### src/rtl/execute_unit.sv
// ----------------------------------------------------------------------------
// execute_unit
// Execute stage sitting directly behind decode. Takes one decoded instruction
// per toggle/ready handshake, evaluates the ARM condition field against the
// live CPSR flags, runs the data-processing ALU op or branch, and hands the
// result to the register bank over a second toggle/ready handshake.
//
// Ports
//   clk, reset          sole clock; synchronous active-high reset
//   dataIn1             instruction word: cond[31:28], L/op[24:21], S[20], Rd[15:12]
//   dataIn2             operand A (Rn value, or PC for branches)
//   dataIn3             operand B (shifted op2, or branch offset)
//   dataIn4             bit0 = shifter carry-out; branch: link return address
//   typeIn              0 = data-proc, 1 = branch, anything else = NOP
//   readyIn             decode valid (async level)
//   triggerOut          toggles once per consumed instruction
//   cpsrIn              current CPSR, NZCV at [31:28]
//   cpsrOut, cpsrWe     updated CPSR and its one-cycle commit strobe
//   dataOutWB, addrWB   writeback data and register index
//   triggerOutWB        toggles once per writeback request
//   readyInWB           regbank write ack (async level)
//   branchTaken         one-cycle pulse on a taken branch
// ----------------------------------------------------------------------------
module execute_unit #(
    parameter int SYNC_STAGES = 2,
    parameter int PC_REG      = 15,
    parameter int LR_REG      = 14
) (
    input  logic        clk,
    input  logic        reset,
    input  logic [31:0] dataIn1,
    input  logic [31:0] dataIn2,
    input  logic [31:0] dataIn3,
    input  logic [31:0] dataIn4,
    input  logic [3:0]  typeIn,
    input  logic        readyIn,
    output logic        triggerOut,
    input  logic [31:0] cpsrIn,
    output logic [31:0] cpsrOut,
    output logic        cpsrWe,
    output logic [31:0] dataOutWB,
    output logic [31:0] addrWB,
    output logic        triggerOutWB,
    input  logic        readyInWB,
    output logic        branchTaken
);

    typedef enum logic [2:0] {
        S_WAIT,
        S_DROP,
        S_EXEC,
        S_WBACK,
        S_WBREL
    } state_t;

    state_t r_state;

    // Synchronizers for the two asynchronous ready levels
    logic [SYNC_STAGES-1:0] r_rdy_sync;
    logic [SYNC_STAGES-1:0] r_wbr_sync;
    logic                   w_rdy_s;
    logic                   w_wbr_s;

    // Captured instruction fields
    logic [3:0]  r_cond;
    logic [3:0]  r_op;      // r_op[3] doubles as the branch L bit
    logic        r_s;
    logic [3:0]  r_rd;
    logic [31:0] r_a;
    logic [31:0] r_b;
    logic [31:0] r_d4;
    logic [3:0]  r_type;
    logic        r_pend_pc; // PC write still owed after the LR write of a BL

    // ALU datapath
    logic [31:0] w_x;
    logic [31:0] w_y;
    logic        w_ci;
    logic        w_arith;
    logic [31:0] w_logic_res;
    logic [32:0] w_sum;
    logic [31:0] w_result;
    logic        w_n;
    logic        w_z;
    logic        w_c;
    logic        w_v;
    logic        w_wr;
    logic        w_cond_pass;
    logic [31:0] w_target;
    logic        w_fn;
    logic        w_fz;
    logic        w_fc;
    logic        w_fv;

    always_ff @(posedge clk) begin
        if (reset) begin
            r_rdy_sync <= '0;
            r_wbr_sync <= '0;
        end else begin
            r_rdy_sync <= {r_rdy_sync[SYNC_STAGES-2:0], readyIn};
            r_wbr_sync <= {r_wbr_sync[SYNC_STAGES-2:0], readyInWB};
        end
    end

    assign w_rdy_s = r_rdy_sync[SYNC_STAGES-1];
    assign w_wbr_s = r_wbr_sync[SYNC_STAGES-1];

    assign w_fn = cpsrIn[31];
    assign w_fz = cpsrIn[30];
    assign w_fc = cpsrIn[29];
    assign w_fv = cpsrIn[28];

    always_comb begin
        w_cond_pass = 1'b0;
        case (r_cond)
            4'h0:    w_cond_pass = w_fz;
            4'h1:    w_cond_pass = !w_fz;
            4'h2:    w_cond_pass = w_fc;
            4'h3:    w_cond_pass = !w_fc;
            4'h4:    w_cond_pass = w_fn;
            4'h5:    w_cond_pass = !w_fn;
            4'h6:    w_cond_pass = w_fv;
            4'h7:    w_cond_pass = !w_fv;
            4'h8:    w_cond_pass = w_fc && !w_fz;
            4'h9:    w_cond_pass = !w_fc || w_fz;
            4'hA:    w_cond_pass = (w_fn == w_fv);
            4'hB:    w_cond_pass = (w_fn != w_fv);
            4'hC:    w_cond_pass = !w_fz && (w_fn == w_fv);
            4'hD:    w_cond_pass = w_fz || (w_fn != w_fv);
            4'hE:    w_cond_pass = 1'b1;
            default: w_cond_pass = 1'b0;  // cond 15 executes as NOP
        endcase
    end

    // Subtractions are folded into one adder as x + ~y + carry-in, so the
    // adder carry-out is directly the ARM NOT-borrow C flag.
    always_comb begin
        w_x         = r_a;
        w_y         = r_b;
        w_ci        = 1'b0;
        w_arith     = 1'b1;
        w_logic_res = '0;
        case (r_op)
            4'h0: begin w_arith = 1'b0; w_logic_res = r_a & r_b;  end  // AND
            4'h1: begin w_arith = 1'b0; w_logic_res = r_a ^ r_b;  end  // EOR
            4'h2: begin w_y = ~r_b; w_ci = 1'b1;                  end  // SUB
            4'h3: begin w_x = r_b; w_y = ~r_a; w_ci = 1'b1;       end  // RSB
            4'h4: begin w_ci = 1'b0;                              end  // ADD
            4'h5: begin w_ci = w_fc;                              end  // ADC
            4'h6: begin w_y = ~r_b; w_ci = w_fc;                  end  // SBC
            4'h7: begin w_x = r_b; w_y = ~r_a; w_ci = w_fc;       end  // RSC
            4'h8: begin w_arith = 1'b0; w_logic_res = r_a & r_b;  end  // TST
            4'h9: begin w_arith = 1'b0; w_logic_res = r_a ^ r_b;  end  // TEQ
            4'hA: begin w_y = ~r_b; w_ci = 1'b1;                  end  // CMP
            4'hB: begin w_ci = 1'b0;                              end  // CMN
            4'hC: begin w_arith = 1'b0; w_logic_res = r_a | r_b;  end  // ORR
            4'hD: begin w_arith = 1'b0; w_logic_res = r_b;        end  // MOV
            4'hE: begin w_arith = 1'b0; w_logic_res = r_a & ~r_b; end  // BIC
            default: begin w_arith = 1'b0; w_logic_res = ~r_b;    end  // MVN
        endcase
    end

    assign w_sum    = {1'b0, w_x} + {1'b0, w_y} + {32'd0, w_ci};
    assign w_result = w_arith ? w_sum[31:0] : w_logic_res;
    assign w_n      = w_result[31];
    assign w_z      = (w_result == 32'd0);
    assign w_c      = w_arith ? w_sum[32] : r_d4[0];
    assign w_v      = w_arith ? ((w_x[31] == w_y[31]) && (w_sum[31] != w_x[31])) : w_fv;
    assign w_wr     = (r_op[3:2] != 2'b10);  // TST/TEQ/CMP/CMN only set flags
    assign w_target = r_a + r_b;

    always_ff @(posedge clk) begin
        if (reset) begin
            r_state      <= S_WAIT;
            triggerOut   <= 1'b0;
            triggerOutWB <= 1'b0;
            cpsrWe       <= 1'b0;
            branchTaken  <= 1'b0;
            cpsrOut      <= '0;
            dataOutWB    <= '0;
            addrWB       <= '0;
            r_cond       <= '0;
            r_op         <= '0;
            r_s          <= 1'b0;
            r_rd         <= '0;
            r_a          <= '0;
            r_b          <= '0;
            r_d4         <= '0;
            r_type       <= '0;
            r_pend_pc    <= 1'b0;
        end else begin
            cpsrWe      <= 1'b0;
            branchTaken <= 1'b0;
            case (r_state)
                S_WAIT: begin
                    if (w_rdy_s) begin
                        r_cond     <= dataIn1[31:28];
                        r_op       <= dataIn1[24:21];
                        r_s        <= dataIn1[20];
                        r_rd       <= dataIn1[15:12];
                        r_a        <= dataIn2;
                        r_b        <= dataIn3;
                        r_d4       <= dataIn4;
                        r_type     <= typeIn;
                        triggerOut <= ~triggerOut;
                        r_state    <= S_DROP;
                    end
                end
                S_DROP: begin
                    if (!w_rdy_s) r_state <= S_EXEC;
                end
                S_EXEC: begin
                    r_state <= S_WAIT;
                    if (w_cond_pass && r_type == 4'd0) begin
                        if (r_s) begin
                            cpsrWe  <= 1'b1;
                            cpsrOut <= {w_n, w_z, w_c, w_v, cpsrIn[27:0]};
                        end
                        if (w_wr) begin
                            dataOutWB    <= w_result;
                            addrWB       <= {28'd0, r_rd};
                            triggerOutWB <= ~triggerOutWB;
                            r_state      <= S_WBACK;
                        end
                    end else if (w_cond_pass && r_type == 4'd1) begin
                        branchTaken  <= 1'b1;
                        triggerOutWB <= ~triggerOutWB;
                        r_state      <= S_WBACK;
                        if (r_op[3]) begin
                            // Link write goes first; PC write is issued from S_WBREL
                            dataOutWB <= r_d4;
                            addrWB    <= 32'(LR_REG);
                            r_pend_pc <= 1'b1;
                        end else begin
                            dataOutWB <= w_target;
                            addrWB    <= 32'(PC_REG);
                        end
                    end
                end
                S_WBACK: begin
                    if (w_wbr_s) r_state <= S_WBREL;
                end
                S_WBREL: begin
                    if (!w_wbr_s) begin
                        if (r_pend_pc) begin
                            r_pend_pc    <= 1'b0;
                            dataOutWB    <= w_target;
                            addrWB       <= 32'(PC_REG);
                            triggerOutWB <= ~triggerOutWB;
                            r_state      <= S_WBACK;
                        end else begin
                            r_state <= S_WAIT;
                        end
                    end
                end
                default: r_state <= S_WAIT;
            endcase
        end
    end

endmodule

### config.mk
export PLATFORM = sky130hd
export DESIGN_NAME = execute_unit
export DESIGN_NICKNAME = d
export VERILOG_FILES = /design/src/rtl/execute_unit.sv
export SDC_FILE = /design/constraint.sdc
export NUM_CORES = 1
export LEC_CHECK = 0
export ABC_AREA = 0
export CORE_UTILIZATION = 40
export DETAILED_ROUTE_END_ITERATION = 10
export PLACE_DENSITY = 0.66
export REMOVE_ABC_BUFFERS = 1
export SETUP_SLACK_MARGIN = 0.02
export SLEW_MARGIN = 10
export SYNTH_ARGS = -nofsm -noshare
export SYNTH_HDL_FRONTEND = slang
export SYNTH_SLANG_ARGS = --single-unit
### constraint.sdc
create_clock -name clk -period 7.05 [get_ports clk]
set_input_delay 1.0575 -clock clk [delete_from_list [all_inputs] [get_ports clk]]
set_output_delay 1.0575 -clock clk [all_outputs]
set_load 0.02 [all_outputs]
; ---- Word-level counts from Yosys, hierarchy flattened
; Cells that the tools add are included.
[word_totals]
reg_bits = 221
in_bits = 168
out_inout_bits = 100
elab_cells = 156
[classes]
reduce_logical = 31
n_addsub = 3
n_eq_ne = 48
mux = 45
bitwise = 10
[ops]
columns = op, count
row1 = two-way mux 32 bit, 13
row2 = case mux 32 bit (2 select lines), 3
row3 = case mux 32 bit (6 select lines), 1
row4 = AND 32 bit, 2
row5 = inverter 32 bit, 2
row6 = "== test 4 bit, second input constant", 14
row7 = adder 32 x 32 -> 33 bit, 1
row8 = adder 33 x 1 -> 33 bit, 1
row9 = adder 32 bit, 1
row10 = "== test 4 x 3 -> 1 bit, second input constant", 8
row11 = logical NOT 32 bit, 1
row12 = bitwise OR 32 bit, 1
row13 = XOR 32 bit, 1
row14 = "!= test 2 bit, second input constant", 9
row15 = "== test 4 x 2 -> 1 bit, second input constant", 4
row16 = two-way mux 1 bit, 15
row17 = two-way mux 3 bit, 5
row18 = case mux 1 bit (15 select lines), 1
row19 = case mux 3 bit (5 select lines), 1
row20 = OR reduction 3 bit, 5
row21 = "== test 4 x 1 -> 1 bit, second input constant", 3
row22 = logical NOT 4 bit, 3
row23 = AND reduction 5 bit, 2
row24 = OR reduction 8 bit, 1
row25 = 18 further kinds, 39

; ---- Logic depth before layout (Yosys ltp)
[depth]
ltp_word = 9
mapped_depth = 23
ltp_nobuf = 18

; ---- Worst setup path after synthesis
; Ideal clock, no wire load.
[synth_path]
path_type = reg2reg
start = reg r_op[1]
end = reg dataOutWB[24]
required_ns = 6.992
stages_incl_launch_ff = 23
setup_slack_ns = 2.084
path_buffers = 4
synth_period_minus_slack_ns = 4.966
t_arrival_ns = 4.908
setup_time_ns = 0.058
cell_sequence = dfxtp_1 buf_2 buf_1 inv_1 nor3_1 o21bai_1 clkbuf_1 nor2_1 a211oi_1 fa_1 inv_1 fa_1 a211o_1 a31oi_1 o211a_1 buf_2 o41ai_2 a41oi_1 mux2_2 o211ai_1 mux2i_1 nor2_1 o221a_2
[synth_between]
elab_chain_len = 9
elab_cells_between_ends = 33
cone_classes = 2 x add/sub / 14 x eq/ne / 9 x mux / 8 x reduce/logical
[synth_rtl]
columns = element, line_no
row1 = "start, declared", 66  ; logic [3:0] r_op;
row2 = "start signal, assigned", 198  ; r_op <= dataIn1[24:21];
row3 = "== test 4 bit, or another cell as far along", 143  ; case (r_op)
row4 = OR reduction 3 bit (no line) or OR reduction 2 bit (tied branches), --
row5 = case mux 32 bit (2 select lines) or two-way mux 32 bit (tied branches), 143
row6 = adder 32 x 32 -> 33 bit, 163  ; assign w_sum = {1'b0, w_x} + {1'b0, w_y} + {32'd0, w_ci};
row7 = adder 33 x 1 -> 33 bit, 163
row8 = two-way mux 32 bit (*), 164  ; assign w_result = w_arith ? w_sum[31:0] : w_logic_res;
row9 = two-way mux 32 bit (*), 219  ; if (w_wr) begin
row10 = two-way mux 32 bit (*), 214  ; if (w_cond_pass && r_type == 4'd0) begin
row11 = case mux 32 bit (2 select lines) (*), 194  ; case (r_state)
row12 = "end signal, assigned", 220  ; dataOutWB <= w_result;
row13 = "end signal, assigned", 231  ; dataOutWB <= r_d4;
row14 = "end signal, assigned", 235  ; dataOutWB <= w_target;
row15 = "end, declared", 41  ; output logic [31:0] dataOutWB,
; Every way passes the cells marked *; elsewhere a longest branch is shown, timed or not. The select of a mux whose other input is x is not followed.
; A chain may end at the register's enable or synchronous reset.

; ---- Worst setup path in the final report
[layout_path]
start = reg r_op[1]
end = reg cpsrOut[30]
[layout_between]
elab_chain_len = 7
elab_cells_between_ends = 31
cone_classes = 2 x add/sub / 14 x eq/ne / 6 x mux / 9 x reduce/logical
[layout_rtl]
columns = element, line_no
row1 = "== test 4 bit, or another cell as far along", 143
row2 = OR reduction 3 bit (no line) or OR reduction 2 bit (tied branches), --
row3 = case mux 32 bit (2 select lines) or two-way mux 32 bit (tied branches), 143
row4 = adder 32 x 32 -> 33 bit, 163
row5 = adder 33 x 1 -> 33 bit, 163
row6 = two-way mux 32 bit (*), 164
row7 = logical NOT 32 bit (*), 166  ; assign w_z = (w_result == 32'd0);
row8 = "end signal, assigned", 217  ; cpsrOut <= {w_n, w_z, w_c, w_v, cpsrIn[27:0]};
row9 = "end, declared", 39  ; output logic [31:0] cpsrOut,
; Every way passes the cells marked *; elsewhere a longest branch is shown, timed or not.

==> reports/metrics.yaml <==
yosys:
  muxShareOfSynthArea_pct: 1.38
  syn_inst: 2127
  synth_top_family_by_area: "compound AO/OA/AOI/OAI gates"
  synth_top_area_cell: "dfxtp_1"
  synthArstFlopShare_pct: 0
  synthSimpleGateAreaFrac_pct: 23.7
  synth_area_leaders: "dfxtp_1 (26%), nand2_1 (11%), a21oi_1 (8.5%)"
  synthXorXnorAreaFrac_pct: 2.66
  synth_area_um2: 14800
  synth_cell_types: 88
  synth-edff-count: 0
  ys.flop_type: "dfxtp_1"
  yosysWarnings: 0
  ys_seq_area_share_pct: 26.0
  yosysTopAreaCellShare_pct: 26.0
  synth-adder-area-share_pct: 8.33
  yosys.cell_count.top_type: "nand2_1"
  ys_top_cells_by_count: "nand2_1 (445), a21oi_1 (251), dfxtp_1 (193), o21ai_0 (183), nor2_1 (131)"
  ys_seq_elements: 193
  synth-compound-area-share_pct: 30.0
  avgSynthCellArea_um2: 6.97
timing:
  period_needed_ns: 5.86
  final-max-slew-violation-count: 0
  rsz0062_at_grt: "false"
  setup_viol: 0
  finalCritPeriodShare_pct: 83.1
  holdWs_ns: 0.442
  fmax_mhz: 171
  max_slew_margin_pct: 25.4
  hold_viol_final: 0
  skew_ns: 0.0206
  worst_pin_slew_ns: 1.12
die:
  pin_count: 268
  core_area_um2: 36500
  fp.dieArea_um2: 37900
  rows: 70
  fp.dieW_um: 195
  dieHeight_um: 195
  start_util_pct: 40.6
cts:
  clockBufferDepth: 2
  htree_levels: 4
  cts_tree: "yes"
  cts_setup_buffers: 0
  cts-hold-fix-buffers: 0
  clock_latency_ns: 0.48
  cts-buffers-inserted: 17
  root_buffer: "clkbuf_16"
  cts_resized: 0
  clk_pin_slew_worst_paths_ns: 0.08
  cts.sinks: 193
pwr:
  power_w: 0.00276
  leakage_nw: 6.54
  max-vdd-ir-drop_v: 0.000179
  power_density_nw_per_um2: 154
critical_path:
  path_buf_inv: 4
  crit_path_end_kind: "flip-flop"
  crit_chain: "buf_4, inv_1, nor3_4, o21bai_2, nor2_1, a211oi_1, fa_1, inv_1, fa_1, a211o_1, a31oi_1, o211a_1, buf_4, a21o_1, nand3_1, nor4_1, nand4_1, nor4_1, nand4_1, nand2_1"
  slowest_stage: "nor3_4"
  start_kind: "flip-flop"
  critPathRequiredTime_ns: 7.46
  cp.arrival_ns: 6.27
  crit_family: "simple AND/OR/NAND/NOR gates"
  crit_type: "flip-flop to flip-flop"
  cp_slowest_stage_delay_ns: 0.62
  crit_fanout: 28
drt:
  dr.pass1.iters: 6
  antenna_left: 0
  num_vias: 15800
  initialDrtViolationCount: 1365
  via_per_inst: 5.75
  wirelength_um: 52500
  wire_per_inst_um: 19.1
  drc: 0
grt:
  overflow: 0
  grt_use_total_pct: 27.4
  grt_pass1_wl_um: 81900
  grt_max_degree: 104
  grt_pass1_vias: 14700
  antenna_found_initial: 3
place:
  io_buffer_count: 220
  dpl.hpwl_um: 37800
  gp_congestion: 0.958
  place_area_um2: 17300
status:
  outcome: "complete, no violations"
finish:
  nNetsFinal: 2526
  drive_gt1_share_pct: 5.19
  antennaDiodeCount: 0
  n_fill_cell: 3593
  area_growth_pct: 20.5
  fin_area_um2: 17900
  final_util_pct: 48.9
worst_hold_path:
  hp-class: "flip-flop to flip-flop"
flow_run:
  maxCapViolCount: 0
## registers in the layout, indices dropped and copies added, names as in the netlist
signal and cells:
r_cond 4, r_type 4, r_wbr_sync 2, r_pend_pc 1, triggerOutWB 1, dataOutWB 32, r_b 32, r_a 32
r_s 1, cpsrOut 32, r_d4 32, cpsrWe 1, branchTaken 1, r_rd 4, addrWB 4, r_rdy_sync 2
r_state 3, triggerOut 1, r_op 4
## path summary, 6_finish.rpt
kind | from | to | slack (ns) | depth (start not counted)
max reg2reg | r_op[1] | cpsrOut[30] | 1.19 | 20
min reg2reg | r_wbr_sync[0] | r_wbr_sync[1] | 0.44 | 1
min | r_wbr_sync[0] | r_wbr_sync[1] | 0.44 | 1
max | r_op[1] | cpsrOut[30] | 1.19 | 20
## through the flow
step | std cells | TNS, ns | setup WS [ns]
after floorplan | 1981 | -265.45 | -2.37
after global placement | 2710 | 0 | 1.47
after detailed placement | 2710 | 0 | 1.35
after CTS | 2742 | 0 | 1.32
after global routing | 2742 | 0 | 0.914
final | 2742 | 0 | 1.19
## kinds of logic (layout without fill, tap and decap cells)
family	Yosys count	after routing
DFF	193	193
AOI/OAI and AO/OA	709	709
adders and majority gates	97	97
buffers and inverters	266	386
other	1	28
muxes	20	20
and+or+nand+nor	796	796
xor gates and xnor gates	45	45
## metal layers
layer | vias up | wire (um) | track usage, %
met3 | 116 | 4450 | 6.18
met4 | 6 | 2010 | 12.7
li1 | 7749 | - | -
met1 | 7262 | 23000 | 35.9
met5 | - | 38 | 0
met2 | 646 | 23000 | 42.8
## cell type report
type	count	area, um^2	share of cell area (%)
tap	468	586	3.28
timing repair buffer	261	2510	14.0
multi-input combinational	1695	9960	55.7
clock buffer	19	433	2.42
sequential	193	3870	21.6
clock inverter	13	171	0.959
inverter	93	349	1.95
## layout by cell type, fill, tap and decap left out, types with 7 or more instances in the layout
master | netlist | final
nor3b_1 | 8 | 8
nor2_1 | 131 | 128
mux2i_1 | 16 | 16
a21o_1 | 26 | 26
nand2b_1 | 14 | 14
xor2_1 | 19 | 19
xnor2_1 | 26 | 26
nor4_1 | 8 | 8
o221ai_1 | 8 | 8
clkdlybuf4s50_1 | 0 | 219
o21a_1 | 9 | 9
o211ai_1 | 24 | 24
dfxtp_1 | 193 | 191
or3_1 | 12 | 12
o21ai_0 | 183 | 183
nor2b_1 | 18 | 18
conb_1 | 1 | 28
a311oi_1 | 8 | 8
clkbuf_16 | 0 | 17
a21oi_1 | 251 | 251
a31oi_1 | 14 | 14
inv_1 | 93 | 93
nor3_1 | 53 | 49
nand2_1 | 445 | 444
a211oi_1 | 43 | 43
nand4_1 | 16 | 16
or2_2 | 8 | 8
o31ai_1 | 15 | 15
nand3_1 | 28 | 28
buf_4 | 32 | 41
and3_1 | 16 | 15
a211o_1 | 12 | 12
ha_1 | 94 | 94
a22oi_1 | 7 | 7
o22ai_1 | 9 | 9
and2_1 | 10 | 10
a221oi_1 | 13 | 13
## power by group
part / internal, W / total, W / switching [W] / leakage (nW)
logic: 0.000225 / 0.000578 / 0.000353 / 4.69
clock network: 0.000510 / 0.00102 / 0.000513 / 0.290
registers: 0.00112 / 0.00115 / 0.0000360 / 1.56
total: 0.00185 / 0.00276 / 0.000902 / 6.54
(Power assumes the default switching activity.)
